$ cat src/rtl/ex_mem_reg_if.sv
// Execute-to-memory stage bundle: control, execute results, registered stage outputs
// and the multi-cycle multiply-accumulate context returned to execute.
interface ex_mem_reg_if #(
  parameter int unsigned DATA_W     = 32,
  parameter int unsigned REG_ADDR_W = 5,
  parameter int unsigned CNT_W      = 2
);
  logic                    flush;
  logic                    stall_ex;
  logic                    stall_mem;

  logic [DATA_W-1:0]       ex_wdata;
  logic [REG_ADDR_W-1:0]   ex_wd;
  logic                    ex_wreg;
  logic                    ex_whilo;
  logic [DATA_W-1:0]       ex_hi;
  logic [DATA_W-1:0]       ex_lo;
  logic [2*DATA_W-1:0]     hilo_i;
  logic [CNT_W-1:0]        cnt_i;

  logic [DATA_W-1:0]       mem_wdata;
  logic [REG_ADDR_W-1:0]   mem_wd;
  logic                    mem_wreg;
  logic                    mem_whilo;
  logic [DATA_W-1:0]       mem_hi;
  logic [DATA_W-1:0]       mem_lo;
  logic [2*DATA_W-1:0]     hilo_o;
  logic [CNT_W-1:0]        cnt_o;

  // Pipeline/execute side driving the register.
  modport master (
    output flush, stall_ex, stall_mem,
    output ex_wdata, ex_wd, ex_wreg, ex_whilo, ex_hi, ex_lo, hilo_i, cnt_i,
    input  mem_wdata, mem_wd, mem_wreg, mem_whilo, mem_hi, mem_lo, hilo_o, cnt_o
  );

  // The pipeline register itself.
  modport slave (
    input  flush, stall_ex, stall_mem,
    input  ex_wdata, ex_wd, ex_wreg, ex_whilo, ex_hi, ex_lo, hilo_i, cnt_i,
    output mem_wdata, mem_wd, mem_wreg, mem_whilo, mem_hi, mem_lo, hilo_o, cnt_o
  );
endinterface

$ cat src/rtl/ex_mem_reg.sv
// EX/MEM pipeline register with flush, bubble and hold control, plus storage for the
// partial madd/msub product while the instruction is stalled in execute.
module ex_mem_reg #(
  parameter int unsigned DATA_W     = 32,
  parameter int unsigned REG_ADDR_W = 5,
  parameter int unsigned CNT_W      = 2
) (
  input logic         clk,
  input logic         rst,
  ex_mem_reg_if.slave bus
);

  logic [DATA_W-1:0]     mem_wdata_q, mem_wdata_d;
  logic [REG_ADDR_W-1:0] mem_wd_q,    mem_wd_d;
  logic                  mem_wreg_q,  mem_wreg_d;
  logic                  mem_whilo_q, mem_whilo_d;
  logic [DATA_W-1:0]     mem_hi_q,    mem_hi_d;
  logic [DATA_W-1:0]     mem_lo_q,    mem_lo_d;
  logic [2*DATA_W-1:0]   hilo_q,      hilo_d;
  logic [CNT_W-1:0]      cnt_q,       cnt_d;

  always_comb begin
    mem_wdata_d = mem_wdata_q;
    mem_wd_d    = mem_wd_q;
    mem_wreg_d  = mem_wreg_q;
    mem_whilo_d = mem_whilo_q;
    mem_hi_d    = mem_hi_q;
    mem_lo_d    = mem_lo_q;
    hilo_d      = hilo_q;
    cnt_d       = cnt_q;

    if (bus.flush) begin
      mem_wdata_d = '0;
      mem_wd_d    = '0;
      mem_wreg_d  = 1'b0;
      mem_whilo_d = 1'b0;
      mem_hi_d    = '0;
      mem_lo_d    = '0;
      hilo_d      = '0;
      cnt_d       = '0;
    end else begin
      unique case ({bus.stall_ex, bus.stall_mem})
        2'b10: begin
          // Bubble: memory stage sees a NOP, execute keeps its partial product here.
          mem_wdata_d = '0;
          mem_wd_d    = '0;
          mem_wreg_d  = 1'b0;
          mem_whilo_d = 1'b0;
          mem_hi_d    = '0;
          mem_lo_d    = '0;
          hilo_d      = bus.hilo_i;
          cnt_d       = bus.cnt_i;
        end
        2'b00: begin
          // Instruction advances, so the multi-cycle context is released.
          mem_wdata_d = bus.ex_wdata;
          mem_wd_d    = bus.ex_wd;
          mem_wreg_d  = bus.ex_wreg;
          mem_whilo_d = bus.ex_whilo;
          mem_hi_d    = bus.ex_hi;
          mem_lo_d    = bus.ex_lo;
          hilo_d      = '0;
          cnt_d       = '0;
        end
        // Both stalled holds; stall_mem alone never arrives and is held the same way.
        default: ;
      endcase
    end
  end

  always_ff @(posedge clk) begin
    if (!rst) begin
      mem_wdata_q <= '0;
      mem_wd_q    <= '0;
      mem_wreg_q  <= 1'b0;
      mem_whilo_q <= 1'b0;
      mem_hi_q    <= '0;
      mem_lo_q    <= '0;
      hilo_q      <= '0;
      cnt_q       <= '0;
    end else begin
      mem_wdata_q <= mem_wdata_d;
      mem_wd_q    <= mem_wd_d;
      mem_wreg_q  <= mem_wreg_d;
      mem_whilo_q <= mem_whilo_d;
      mem_hi_q    <= mem_hi_d;
      mem_lo_q    <= mem_lo_d;
      hilo_q      <= hilo_d;
      cnt_q       <= cnt_d;
    end
  end

  assign bus.mem_wdata = mem_wdata_q;
  assign bus.mem_wd    = mem_wd_q;
  assign bus.mem_wreg  = mem_wreg_q;
  assign bus.mem_whilo = mem_whilo_q;
  assign bus.mem_hi    = mem_hi_q;
  assign bus.mem_lo    = mem_lo_q;
  assign bus.hilo_o    = hilo_q;
  assign bus.cnt_o     = cnt_q;

endmodule

$ cat src/flat_wrapper.sv
// flat-port wrapper written by rule: the top's interface ports become plain ports
module ex_mem_reg_flat 
#(
  parameter int unsigned DATA_W     = 32,
  parameter int unsigned REG_ADDR_W = 5,
  parameter int unsigned CNT_W      = 2
)
  (clk, rst, bus_flush, bus_stall_ex, bus_stall_mem, bus_ex_wdata, bus_ex_wd, bus_ex_wreg, bus_ex_whilo, bus_ex_hi, bus_ex_lo, bus_hilo_i, bus_cnt_i, bus_mem_wdata, bus_mem_wd, bus_mem_wreg, bus_mem_whilo, bus_mem_hi, bus_mem_lo, bus_hilo_o, bus_cnt_o);
  ex_mem_reg_if #(.DATA_W(DATA_W), .REG_ADDR_W(REG_ADDR_W), .CNT_W(CNT_W)) bus_i ();
  input logic clk;
  input logic rst;
  input wire logic [$bits(bus_i.flush)-1:0] bus_flush;
  input wire logic [$bits(bus_i.stall_ex)-1:0] bus_stall_ex;
  input wire logic [$bits(bus_i.stall_mem)-1:0] bus_stall_mem;
  input wire logic [$bits(bus_i.ex_wdata)-1:0] bus_ex_wdata;
  input wire logic [$bits(bus_i.ex_wd)-1:0] bus_ex_wd;
  input wire logic [$bits(bus_i.ex_wreg)-1:0] bus_ex_wreg;
  input wire logic [$bits(bus_i.ex_whilo)-1:0] bus_ex_whilo;
  input wire logic [$bits(bus_i.ex_hi)-1:0] bus_ex_hi;
  input wire logic [$bits(bus_i.ex_lo)-1:0] bus_ex_lo;
  input wire logic [$bits(bus_i.hilo_i)-1:0] bus_hilo_i;
  input wire logic [$bits(bus_i.cnt_i)-1:0] bus_cnt_i;
  output wire logic [$bits(bus_i.mem_wdata)-1:0] bus_mem_wdata;
  output wire logic [$bits(bus_i.mem_wd)-1:0] bus_mem_wd;
  output wire logic [$bits(bus_i.mem_wreg)-1:0] bus_mem_wreg;
  output wire logic [$bits(bus_i.mem_whilo)-1:0] bus_mem_whilo;
  output wire logic [$bits(bus_i.mem_hi)-1:0] bus_mem_hi;
  output wire logic [$bits(bus_i.mem_lo)-1:0] bus_mem_lo;
  output wire logic [$bits(bus_i.hilo_o)-1:0] bus_hilo_o;
  output wire logic [$bits(bus_i.cnt_o)-1:0] bus_cnt_o;
  assign bus_i.flush = bus_flush;
  assign bus_i.stall_ex = bus_stall_ex;
  assign bus_i.stall_mem = bus_stall_mem;
  assign bus_i.ex_wdata = bus_ex_wdata;
  assign bus_i.ex_wd = bus_ex_wd;
  assign bus_i.ex_wreg = bus_ex_wreg;
  assign bus_i.ex_whilo = bus_ex_whilo;
  assign bus_i.ex_hi = bus_ex_hi;
  assign bus_i.ex_lo = bus_ex_lo;
  assign bus_i.hilo_i = bus_hilo_i;
  assign bus_i.cnt_i = bus_cnt_i;
  assign bus_mem_wdata = bus_i.mem_wdata;
  assign bus_mem_wd = bus_i.mem_wd;
  assign bus_mem_wreg = bus_i.mem_wreg;
  assign bus_mem_whilo = bus_i.mem_whilo;
  assign bus_mem_hi = bus_i.mem_hi;
  assign bus_mem_lo = bus_i.mem_lo;
  assign bus_hilo_o = bus_i.hilo_o;
  assign bus_cnt_o = bus_i.cnt_o;
  ex_mem_reg #(.DATA_W(DATA_W), .REG_ADDR_W(REG_ADDR_W), .CNT_W(CNT_W)) u_core (.clk(clk), .rst(rst), .bus(bus_i));
endmodule
$ cat config.mk
export PLATFORM = sky130hd
export DESIGN_NAME = ex_mem_reg_flat
export DESIGN_NICKNAME = d
export VERILOG_FILES = /design/src/rtl/ex_mem_reg_if.sv /design/src/rtl/ex_mem_reg.sv /design/src/flat_wrapper.sv
export SDC_FILE = /design/constraint.sdc
export NUM_CORES = 1
export LEC_CHECK = 0
export ABC_AREA = 1
export CORE_AREA = 2 2 134 136
export DETAILED_ROUTE_END_ITERATION = 8
export DIE_AREA = 0 0 136 138
export DONT_BUFFER_PORTS = 1
export GPL_TIMING_DRIVEN = 0
export PLACE_DENSITY = 0.59
export SKIP_CTS_REPAIR_TIMING = 1
export SYNTH_ARGS = -nofsm -noshare
export SYNTH_HDL_FRONTEND = slang
export SYNTH_SLANG_ARGS = --single-unit
$ cat constraint.sdc
create_clock -name clk -period 0.9 [get_ports clk]
set_input_delay 0.18 -clock clk [delete_from_list [all_inputs] [get_ports clk]]
set_output_delay 0.18 -clock clk [all_outputs]
set_load 0.02 [all_outputs]
==> flow_metrics.py <==
metrics = {
    "drt": {
        "num_vias": 5877,
        "first_iter_violations": 263,
        "antenna_left": 0,
        "finalWirelength_um": 20940,
        "drtPass1Iterations": 6,
        "via_per_inst": 5.010,
        "routedWlPerCell_um": 17.85,
        "drc_errors": 0,
    },
    "placement": {
        "place_area_sq_mm": 0.006243,
        "place_congestion": 0.7648,
        "port_buffers": 0,
        "pre_cts_ws_ps": -482.2,
        "dp_hpwl_um": 13800,
        "place_inst": 972,
    },
    "clock_network": {
        "clkSinkCount": 169,
        "clk_pin_slew_worst_paths_ps": 70,
        "root_buffer": "clkbuf_16",
        "worst_skew_pair.late_latency_ps": 410,
        "clock_path_buffers": 2,
        "cts_buffers": 17,
        "htree_levels": 4,
        "cts_tree": "done",
    },
    "sta": {
        "fin_ws_ps": -113.1,
        "period_needed_ps": 1013,
        "period_share": 1.126,
        "finalSetupViolCount": 169,
        "worst_clock_skew_ps": 0,
        "hold_violations": 0,
        "worst_pin_slew_ps": 607.1,
        "drv_slew": 0,
        "max_freq_ghz": 0.9870,
        "rsz0062_at_grt": "true",
        "slew_headroom": 0.5953,
    },
    "finish": {
        "design_area_sq_mm": 0.009171,
        "multi_input_comb_area_sq_mm": 0.002212,
        "final_cells": 1173,
        "fillers": 1543,
        "diodes": 0,
        "nets": 1105,
        "final_core_util": 0.5230,
        "syn_to_final_growth_pct": 54.64,
        "drive_above_1_share": 0.2701,
        "ff_latch_area_sq_mm": 0.004010,
    },
    "grt": {
        "antenna_found_initial": 0,
        "grt_pass1_vias": 5153,
        "track_usage": 0.1976,
        "grt_pass1_wl_um": 28640,
        "grt_max_degree": 17,
        "grt_overflow": 0,
    },
    "floorplan": {
        "dieHeight_um": 138,
        "rows": 49,
        "die_w_um": 136,
        "start_util": 0.3382,
        "io_pins": 343,
        "dieArea_sq_mm": 0.01877,
        "coreArea_sq_mm": 0.01753,
    },
    "outcome": {
        "status": "complete, but fails checks",
        "failed_checks": "setup timing",
    },
    "worst_setup_path": {
        "critical_path_class": "reg2out",
        "endpoint_kind": "output port",
        "cp.required_ps": 720,
        "worstPathArrival_ps": 830,
        "critPathMaxFanout": 2,
        "startpoint_type": "flip-flop",
    },
    "flow_run": {
        "drv_cap": 0,
    },
    "synth": {
        "synth_cells": 743,
        "avgSynthCellArea_sq_um": 7.982,
        "ys_seq_area_frac": 0.5705,
        "ys_ff_latch": 169,
        "yosysWarnings": 0,
        "ys_types": 11,
        "netlist_area_sq_mm": 0.005931,
        "synth_nets": 917,
    },
    "pwr": {
        "fin_total_pwr_mw": 16.38,
        "p_leak_nw": 3.170,
        "power.density_mw_per_mm2": 1786,
        "ir_worst_vdd_mv": 1.191,
    },
    "hold_path": {
        "hold_path_class": "in2reg",
    },
}
## cells by family after synthesis
family / after synthesis / share of synthesized area
flops: 169 / 0.5705
buf+inv: 65 / 0.05654
simple gates: 340 / 0.2304
compound gates: 169 / 0.1426
## metal layers
metal,share of wire,track usage
met4,0.016,0.06743
met1,0.38,0.2113
met5,0,0
met3,0.095,0.08874
met2,0.51,0.3428
## cells in the mapped netlist
library cell | count | area share
nand3_1 | 66 | 0.056
inv_2 | 2 | 0.0013
buf_2 | 28 | 0.024
buf_4 | 15 | 0.019
nor2_1 | 1 | 0.00063
nand2_1 | 272 | 0.17
dfxtp_1 | 169 | 0.57
clkbuf_1 | 19 | 0.012
inv_1 | 1 | 0.00063
a21oi_1 | 169 | 0.14
nor2_4 | 1 | 0.0019
## cell type report
cell class	instances	area share
well taps	229	0.03124
multi-input cells	509	0.2412
flip-flops and latches	169	0.4372
plain buffers	62	0.03929
clock inverters	12	0.01446
repair buffers	169	0.1844
inverters	3	0.001228
clock buffers	20	0.05089
## path summary, 6_finish.rpt
path | from | to | slack, ps | cells after the start
max reg2reg | u_core.bus.mem_wdata[11] | u_core.bus.mem_wdata[11] | 180 | 2
min reg2reg | u_core.bus.mem_lo[9] | u_core.bus.mem_lo[9] | 510 | 2
max | u_core.bus.mem_lo[17] | bus_mem_lo[17] | -110 | 0
min | bus_stall_ex | u_core.bus.mem_wd[4] | 80 | 4
## layout by cell type (no fill, tap or decap), types with 5 or more instances in the layout
cell / synthesis / layout
nand3_1: 66 / 66
buf_2: 28 / 22
dfxtp_4: 0 / 166
nand2_1: 272 / 272
clkbuf_1: 19 / 10
a21oi_1: 169 / 169
clkbuf_2: 0 / 8
buf_4: 15 / 15
dlygate4sd3_1: 0 / 169
clkinv_4: 0 / 5
clkbuf_16: 0 / 17
## registers in the layout, indices dropped and copies added, names as in the netlist
signal,cells
u_core.bus.cnt_o,2
u_core.bus.hilo_o,64
u_core.bus.mem_hi,32
u_core.bus.mem_lo,32
u_core.bus.mem_wd,5
u_core.bus.mem_wdata,32
u_core.bus.mem_whilo,1
u_core.bus.mem_wreg,1
## stage by stage
stage / setup TNS (ps) / hold WS [ps]
finish: -13880 / 83.69
global route: -19840 / 71.25
CTS: -30720 / -126.2
detailed placement: -54880 / 329.4
global placement: -51410 / 324.1
floorplan: -1758 / 322.8
## power breakdown
part	switching [mW]	internal (mW)	total [mW]
Clock	3.20	4.13	7.33
Sequential	0.301	7.24	7.54
Combinational	0.758	0.744	1.50
## tightest hold or removal path, cell delays in order
cell     delay (ps)
nor2_4           30
buf_6           140
nand2_1          60
a21oi_1          50
Power figures use the tool's default switching activity.
